## config.mk

```make
export PLATFORM = sky130hd
export DESIGN_NAME = mem_port_arbiter
export DESIGN_NICKNAME = d
export VERILOG_FILES = /design/src/rtl/mem_arb_pkg.sv /design/src/rtl/mem_arb_grant.sv /design/src/rtl/mem_port_arbiter.sv
export SDC_FILE = /design/constraint.sdc
export NUM_CORES = 1
export LEC_CHECK = 0
export CAP_MARGIN = 30
export CORE_MARGIN = 2
export CORE_UTILIZATION = 29
export CTS_CLUSTER_DIAMETER = 150
export DETAILED_ROUTE_END_ITERATION = 10
export HOLD_SLACK_MARGIN = 0.12
export PLACE_DENSITY = 0.62
export SYNTH_ARGS = -nofsm -noshare
export SYNTH_HDL_FRONTEND = slang
export SYNTH_SLANG_ARGS = --single-unit
```

## constraint.sdc

```tcl
create_clock -name clk -period 3.8 [get_ports clk]
set_clock_uncertainty 0.2 [all_clocks]
set_input_delay 0.38 -clock clk [delete_from_list [all_inputs] [get_ports clk]]
set_output_delay 0.38 -clock clk [all_outputs]
set_load 0.02 [all_outputs]
```

## src/rtl/mem_arb_pkg.sv

```systemverilog
// Shared types and constants for the fetch/data memory port arbiter.
// State encoding, requester ids and the minimum legal memory latency.
package mem_arb_pkg;

    typedef enum logic [1:0] {
        IDLE  = 2'd0,
        ISSUE = 2'd1,
        WAIT  = 2'd2,
        RESP  = 2'd3
    } state_t;

    localparam logic REQ_IF = 1'b0;
    localparam logic REQ_D  = 1'b1;

    localparam int MEM_LAT_MIN = 1;

endpackage

```

## src/rtl/mem_arb_grant.sv

```systemverilog
// Grant selection between fetch and data requesters.
// Data wins ties unless fetch has been passed over STARVE_MAX times.
module mem_arb_grant
    import mem_arb_pkg::*;
#(
    parameter int STARVE_MAX = 4
) (
    input  logic clk,
    input  logic rst_n,
    input  logic enable,
    input  logic if_valid,
    input  logic d_valid,
    output logic grant,
    output logic grant_id
);

    localparam int CNT_W = (STARVE_MAX > 0) ? $clog2(STARVE_MAX + 1) : 1;
    localparam logic [CNT_W-1:0] CNT_MAX = CNT_W'(STARVE_MAX);

    logic [CNT_W-1:0] starve_cnt;
    logic             starved;

    assign starved = (STARVE_MAX > 0) && (starve_cnt == CNT_MAX);

    always_comb begin
        grant    = enable && (if_valid || d_valid);
        grant_id = REQ_IF;
        if (d_valid && !(if_valid && starved)) begin
            grant_id = REQ_D;
        end
    end

    always_ff @(posedge clk or negedge rst_n) begin
        if (!rst_n) begin
            starve_cnt <= '0;
        end else if (grant) begin
            if (grant_id == REQ_D && if_valid) begin
                // saturate so a zero guard never wraps
                if (starve_cnt != CNT_MAX) begin
                    starve_cnt <= starve_cnt + 1'b1;
                end
            end else begin
                starve_cnt <= '0;
            end
        end
    end

endmodule

```

## src/rtl/mem_port_arbiter.sv

```systemverilog
// Single-port memory arbiter for fetch and load/store, one access at a time.
// Optional perf counters are built when MEMARB_PERF_EN is defined.
module mem_port_arbiter
    import mem_arb_pkg::*;
#(
    parameter int ADDR_W     = 32,
    parameter int MEM_LAT    = 2,
    parameter int STARVE_MAX = 4
) (
    input  logic              clk,
    input  logic              rst_n,
    input  logic              if_req_valid,
    output logic              if_req_ready,
    input  logic [ADDR_W-1:0] if_addr,
    output logic              if_rsp_valid,
    output logic [31:0]       if_rdata,
    input  logic              d_req_valid,
    output logic              d_req_ready,
    input  logic [ADDR_W-1:0] d_addr,
    input  logic              d_we,
    input  logic [3:0]        d_be,
    input  logic [31:0]       d_wdata,
    output logic              d_rsp_valid,
    output logic [31:0]       d_rdata,
`ifdef MEMARB_PERF_EN
    output logic [15:0]       perf_if_grants,
    output logic [15:0]       perf_d_grants,
    output logic [15:0]       perf_if_stall,
`endif
    output logic              mem_en,
    output logic              mem_we,
    output logic [3:0]        mem_be,
    output logic [ADDR_W-1:0] mem_addr,
    output logic [31:0]       mem_wdata,
    input  logic [31:0]       mem_rdata
);

    localparam int LAT_EFF = (MEM_LAT < MEM_LAT_MIN) ? MEM_LAT_MIN : MEM_LAT;
    localparam int LAT_W   = $clog2(LAT_EFF + 1);
    localparam logic [LAT_W-1:0] LAT_LOAD = LAT_W'(LAT_EFF - 1);

    state_t            state;
    state_t            state_nxt;
    logic [LAT_W-1:0]  lat_cnt;
    logic              idle;
    logic              grant;
    logic              grant_id;

    logic              cap_id;
    logic              cap_we;
    logic [3:0]        cap_be;
    logic [ADDR_W-1:0] cap_addr;
    logic [31:0]       cap_wdata;

    // reset masks the grant so readys stay low while rst_n is asserted
    assign idle = (state == IDLE) && rst_n;

    mem_arb_grant #(
        .STARVE_MAX(STARVE_MAX)
    ) u_grant (
        .clk      (clk),
        .rst_n    (rst_n),
        .enable   (idle),
        .if_valid (if_req_valid),
        .d_valid  (d_req_valid),
        .grant    (grant),
        .grant_id (grant_id)
    );

    assign if_req_ready = grant && (grant_id == REQ_IF);
    assign d_req_ready  = grant && (grant_id == REQ_D);

    always_comb begin
        state_nxt    = state;
        mem_en       = 1'b0;
        mem_we       = 1'b0;
        mem_be       = '0;
        mem_addr     = '0;
        mem_wdata    = '0;
        if_rsp_valid = 1'b0;
        d_rsp_valid  = 1'b0;
        unique case (state)
            IDLE: begin
                if (grant) state_nxt = ISSUE;
            end
            ISSUE: begin
                mem_en    = 1'b1;
                mem_we    = cap_we;
                mem_be    = cap_be;
                mem_addr  = cap_addr;
                mem_wdata = cap_wdata;
                state_nxt = WAIT;
            end
            WAIT: begin
                if (lat_cnt == '0) state_nxt = RESP;
            end
            RESP: begin
                if_rsp_valid = (cap_id == REQ_IF);
                d_rsp_valid  = (cap_id == REQ_D);
                state_nxt    = IDLE;
            end
        endcase
    end

    always_ff @(posedge clk or negedge rst_n) begin
        if (!rst_n) state <= IDLE;
        else        state <= state_nxt;
    end

    always_ff @(posedge clk or negedge rst_n) begin
        if (!rst_n) begin
            lat_cnt   <= '0;
            cap_id    <= REQ_IF;
            cap_we    <= 1'b0;
            cap_be    <= '0;
            cap_addr  <= '0;
            cap_wdata <= '0;
            if_rdata  <= '0;
            d_rdata   <= '0;
        end else begin
            if (grant) begin
                cap_id <= grant_id;
                if (grant_id == REQ_D) begin
                    cap_we    <= d_we;
                    cap_be    <= d_we ? d_be : 4'b0000;
                    cap_addr  <= d_addr;
                    cap_wdata <= d_wdata;
                end else begin
                    cap_we    <= 1'b0;
                    cap_be    <= '0;
                    cap_addr  <= if_addr;
                    cap_wdata <= '0;
                end
            end
            if (state == ISSUE) begin
                lat_cnt <= LAT_LOAD;
            end else if (state == WAIT && lat_cnt != '0) begin
                lat_cnt <= lat_cnt - 1'b1;
            end
            if (state == WAIT && lat_cnt == '0) begin
                if (cap_id == REQ_D) d_rdata <= cap_we ? 32'h0 : mem_rdata;
                else                 if_rdata <= mem_rdata;
            end
        end
    end

`ifdef MEMARB_PERF_EN
    always_ff @(posedge clk or negedge rst_n) begin
        if (!rst_n) begin
            perf_if_grants <= '0;
            perf_d_grants  <= '0;
            perf_if_stall  <= '0;
        end else begin
            if (if_req_ready && perf_if_grants != 16'hFFFF)
                perf_if_grants <= perf_if_grants + 1'b1;
            if (d_req_ready && perf_d_grants != 16'hFFFF)
                perf_d_grants <= perf_d_grants + 1'b1;
            if (if_req_valid && !if_req_ready && perf_if_stall != 16'hFFFF)
                perf_if_stall <= perf_if_stall + 1'b1;
        end
    end
`endif

endmodule

```

After elaboration in Yosys (flattened, before gate mapping)
Index checks and enable logic that the tools add are counted.
{"block": "word_totals", "ff_bits": 141, "in_bits": 137, "output_inout_bits": 138}
{"block": "op_classes", "n_addsub": 2, "eq_ne": 8, "mux": 21, "bitwise": 2, "n_reduce_logical": 19}
{"op": "2-to-1 mux 32 bit", "n": 5}
{"op": "2-to-1 mux 4 bit", "n": 3}
{"op": "logical AND 1 bit", "n": 9}
{"op": "2-to-1 mux 2 bit", "n": 4}
{"op": "one-hot mux 2 bit (4 select lines)", "n": 1}
{"op": "AND reduction 2 bit", "n": 4}
{"op": "2-to-1 mux 1 bit", "n": 6}
{"op": "2-to-1 mux 3 bit", "n": 2}
{"op": "== test 2 bit, second input constant", "n": 2}
{"op": "logical NOT 2 bit", "n": 2}
{"op": "inequality test 2 bit, second input constant", "n": 2}
{"op": "nonzero test 2 bit", "n": 2}
{"op": "adder 3 x 1 -> 3 bit, second input constant", "n": 1}
{"op": "== test 3 bit, second input constant", "n": 1}
{"op": "inequality test 3 bit, second input constant", "n": 1}
{"op": "== test 2 x 1 -> 1 bit, second input constant", "n": 1}
{"op": "inequality test 2 x 1 -> 1 bit, second input constant", "n": 1}
{"op": "NOT 1 bit", "n": 2}
{"op": "subtractor 2 x 1 -> 2 bit, second input constant", "n": 1}
{"op": "logical NOT 1 bit", "n": 1}
{"op": "logical OR 1 bit", "n": 1}

Depth between registers and ports, before layout
{"block": "logic_depth", "word_depth": 8, "ltp_mapped": 7, "mapped_depth_nobuf": 5}

Modules after synthesis
Synthesis repeated with hierarchy kept, for this count alone.
{"block": "hier_totals", "cells_unflattened": 628, "hier_area_um2": 6500.0}
{"module": "mem_port_arbiter", "n_inst": 1, "cells_per_inst": 607, "area_each_um2": 6303.5, "seq_area_each_um2": 3453.3}
{"module": "mem_arb_grant", "n_inst": 1, "cells_per_inst": 21, "area_each_um2": 196.4, "seq_area_each_um2": 75.1}

Worst setup path before layout
OpenSTA, ideal clock, no wires.
{"block": "synth_timing", "path_type": "reg2out", "startpoint": "register state[1]", "endpoint": "output port mem_addr[11]", "t_arrival_ns": 1.318, "setup_slack_ns": 1.902, "stages_incl_launch_ff": 5, "path_buffers": 1, "cell_sequence": "dfrtp_1 inv_1 ha_1 clkbuf_1 and2_1"}
{"block": "synth_via", "elab_chain_cells": 2}
{"item": "start, declared", "line": "mem_port_arbiter.sv:42", "text": "state_t state;"}
{"item": "start signal, assigned", "line": "mem_port_arbiter.sv:107", "text": "else state <= state_nxt;"}
{"item": "== test 2 x 1 -> 1 bit", "line": "mem_port_arbiter.sv:82", "text": "unique case (state)"}
{"item": "2-to-1 mux 32 bit", "line": "mem_port_arbiter.sv:82"}
{"item": "end, declared", "line": "mem_port_arbiter.sv:33", "text": "output logic [ADDR_W-1:0] mem_addr,"}
Every way passes these cells.

Worst setup path after layout
{"block": "layout_timing", "startpoint": "register state[0]", "endpoint": "output port d_req_ready"}
{"block": "layout_via", "elab_chain_cells": 4}
{"item": "logical NOT 2 bit", "line": "mem_port_arbiter.sv:56", "text": "assign idle = (state == IDLE) && rst_n;"}
{"item": "logical AND 1 bit", "line": "mem_port_arbiter.sv:56"}
{"item": "logical AND 1 bit", "line": "mem_arb_grant.sv:26", "text": "grant = enable && (if_valid || d_valid);"}
{"item": "logical AND 1 bit", "line": "mem_port_arbiter.sv:71", "text": "assign d_req_ready = grant && (grant_id == REQ_D);"}
{"item": "end, declared", "line": "mem_port_arbiter.sv:18", "text": "output logic d_req_ready,"}
Every way passes these cells.

==> out/qor.csv <==
metric,value,unit
final worst path period share,81.5,%
Final GP Congestion,0.757,
DRT iter0 DRCs,176,
count of pins over their slew limit,0,
mux cell area share after synthesis,6.14,%
die width,151,um
row cnt,53,
routed vias,4990,
hold_ws,217,ps
peak supply drop,0.000250,V
net count after synthesis,665,
synth warn,0,
Max clock buf depth,2,
CP max stage cell,clkdlybuf4s50_1,
CORE AREA,0.0211,mm^2
max_slew headroom,39.8,%
FF/Latch Area,0.00353,mm^2
"commonest non-fill, non-tap cells in the layout","273 x clkdlybuf4s50_1, 141 x dfrtp_1, 71 x and2_1",
Compound-Gate Fraction of Synth Area,14.1,%
Total Routing Usage GR,15.8,%
fillers,2003,
adder-cell share of the synthesized area,1.41,%
pin count of the biggest net entering global routing,70,
Num Clock Sinks,141,
status,"complete, no violations",
#FFs+latches synth,141,
DR vias/cell,4.65,
Detailed Route WL,18000,um
nets,928,
xor/xnor share of the synthesized area,0.141,%
RSZ-0062 raised after global routing,no,
sequential-to-total area share from yosys stat,56.6,%
leakage,4.30,nW
min cycle time layout,3100,ps
antenna violations before repair,0,
Fmax achieved,323,MHz
Routed Antenna Nets,0,
synth unique cells,32,
# diodes,0,
layout cells sized above 1,6.78,%
Root Buffer,clkbuf_16,
Cells after Synth,521,
count of final setup violators,0,
H-tree Lvls,4,
simple-gate share of the synthesized area,17.1,%
count of input and output buffers,274,
Mapped Avg Cell Area,12.0,um^2
die height,151,um
multi-input logic area,0.00244,mm^2
Min-Delay Path Class,in2async,
total grt overflow,0,
largest family of logic cells by synthesized area,simple AND/OR/NAND/NOR gates,
Die ar.,0.0227,mm^2
IO Pins,275,
critical path class,reg2out,
CP startpoint kind,register,
# DRC,0,
Power per Cell Area,794,mW/mm^2
fin util,46.4,%
CP endpoint kind,output pin,
DRT Pass-1 Iters,4,
max-cap violations,0,
Area Growth Syn to Fin,56.9,%
critical-path maximum fanout,34,
setup tns final,0,ps
CTS tree,done,
WL/cell,16.8,um
clk_lat worst skew,410,ps
"most common cell after layout, fill and taps aside",clkdlybuf4s50_1,
critical path arrival,2520,ps
Initial Util,29.6,%
critical-path cell list,inv_1 -> ha_1 -> and3_4 -> and2_4 -> clkdlybuf4s50_1,
hpwl dp,12400,um
WP data required,3220,ps
Post-Syn Area,0.00623,mm^2
Hold Fails Final Rpt,0,
clock buffer count from CTS,17,
Post-CTS Setup Bufs,0,
worst-margin pin slew,903,ps
slowest cell delay on critical path,630,ps
vias in the first global route,5234,
first-pass GRT wire length,27900,um
Worst-path clk slew,70,ps
-- per-stage QoR --
step	area, um^2	worst slack, ps	std cells	total power, mW
5_1_grt	9780	536	1072	8.29
6_report	9780	705	1072	7.77
3_5_place_dp	9180	992	1039	6.17
2_1_floorplan	6230	1900	521	4.54
4_1_cts	9780	653	1072	7.88
3_3_place_gp	9180	994	1039	6.13
-- flip-flops by register name, indices dropped and copies added, names as in the netlist --
register and flops:
d_rdata 32, cap_be 4, u_grant.starve_cnt 3, cap_wdata 32, cap_addr 32, lat_cnt 2
cap_we 1, if_rdata 32, cap_id 1, state 2
-- report_power, final --
part | internal (mW) | switching, mW
Sequential | 2.24 | 0.413
Combinational | 1.78 | 1.68
Clock | 0.972 | 0.686
Total | 4.99 | 2.78
-- final cells by class --
class,count,share of cell area [%]
Sequential cell,141,36.1
Timing Repair Buffer,285,29.2
Multi-Input combinational cell,333,25.0
Clock buffer,20,4.77
Tap cell,275,3.52
Clock inverter,12,1.27
Inverter,6,0.230
-- layer usage --
layer | global-route usage (%) | up-vias | routed length (um)
met4 | 4.39 | 0 | 210
met2 | 25.4 | 177 | 8360
met5 | 0 | - | 0
li1 | - | 2367 | -
met1 | 20.3 | 2428 | 7990
met3 | 5.61 | 18 | 1400
-- timing repair --
item                                   in CTS  in global routing
gates resized for setup                     0                  0
hold buffers                                1                  0
endpoints found under the hold margin      20                  0
-- critical path: cells and delay by family, from the launching register on --
family	cells	cell delay, ps
buffers and inverters	2	730
AND/OR/NAND/NOR	2	650
flip-flops	1	410
adder cells (fa/ha/maj)	1	310
-- cells in the mapped netlist, drive strengths merged --
master / number / share of area [%]
clkbuf: 22 / 1.3
o21ai: 33 / 2.7
nand3: 4 / 0.40
a21o: 1 / 0.12
mux2: 34 / 6.1
nand2: 33 / 2.0
buf: 19 / 2.8
o22a: 1 / 0.14
a32o: 5 / 0.80
a22o: 33 / 4.6
nor2b: 2 / 0.20
o211ai: 1 / 0.20
nand3b: 1 / 0.12
ha: 7 / 1.4
a221o: 32 / 5.1
and2: 72 / 7.3
a21boi: 1 / 0.18
inv: 6 / 0.36
nor2: 2 / 0.12
nand2b: 33 / 3.3
nand4b: 2 / 0.28
and3: 33 / 3.4
a31o: 1 / 0.14
a21oi: 1 / 0.080
xnor2: 1 / 0.14
dfrtp: 141 / 57
-- kinds of logic after synthesis --
group	count (synthesis)
buffers and inverters	47
XOR/XNOR	1
AND/OR/NAND/NOR	182
multiplexers	34
flip-flops	141
AO/OA/AOI/OAI	109
adder cells (fa/ha/maj)	7
-- path summary, 6_finish.rpt --
| check | start | endpoint | slack (ps) | cells after the start |
|---|---|---|---|---|
| worst max-delay path | state[0] | d_req_ready | 700 | 5 |
| worst min register to register | d_rdata[15] | d_rdata[15] | 280 | 2 |
| max in group asynchronous | rst_n | cap_addr[9] | 2000 | 3 |
| worst min-delay path | rst_n | cap_addr[31] | 220 | 2 |
| worst max register to register | state[0] | cap_be[2] | 1420 | 6 |
| min in group clk | d_rdata[15] | d_rdata[15] | 280 | 2 |
Power figures use the tool's default switching activity.
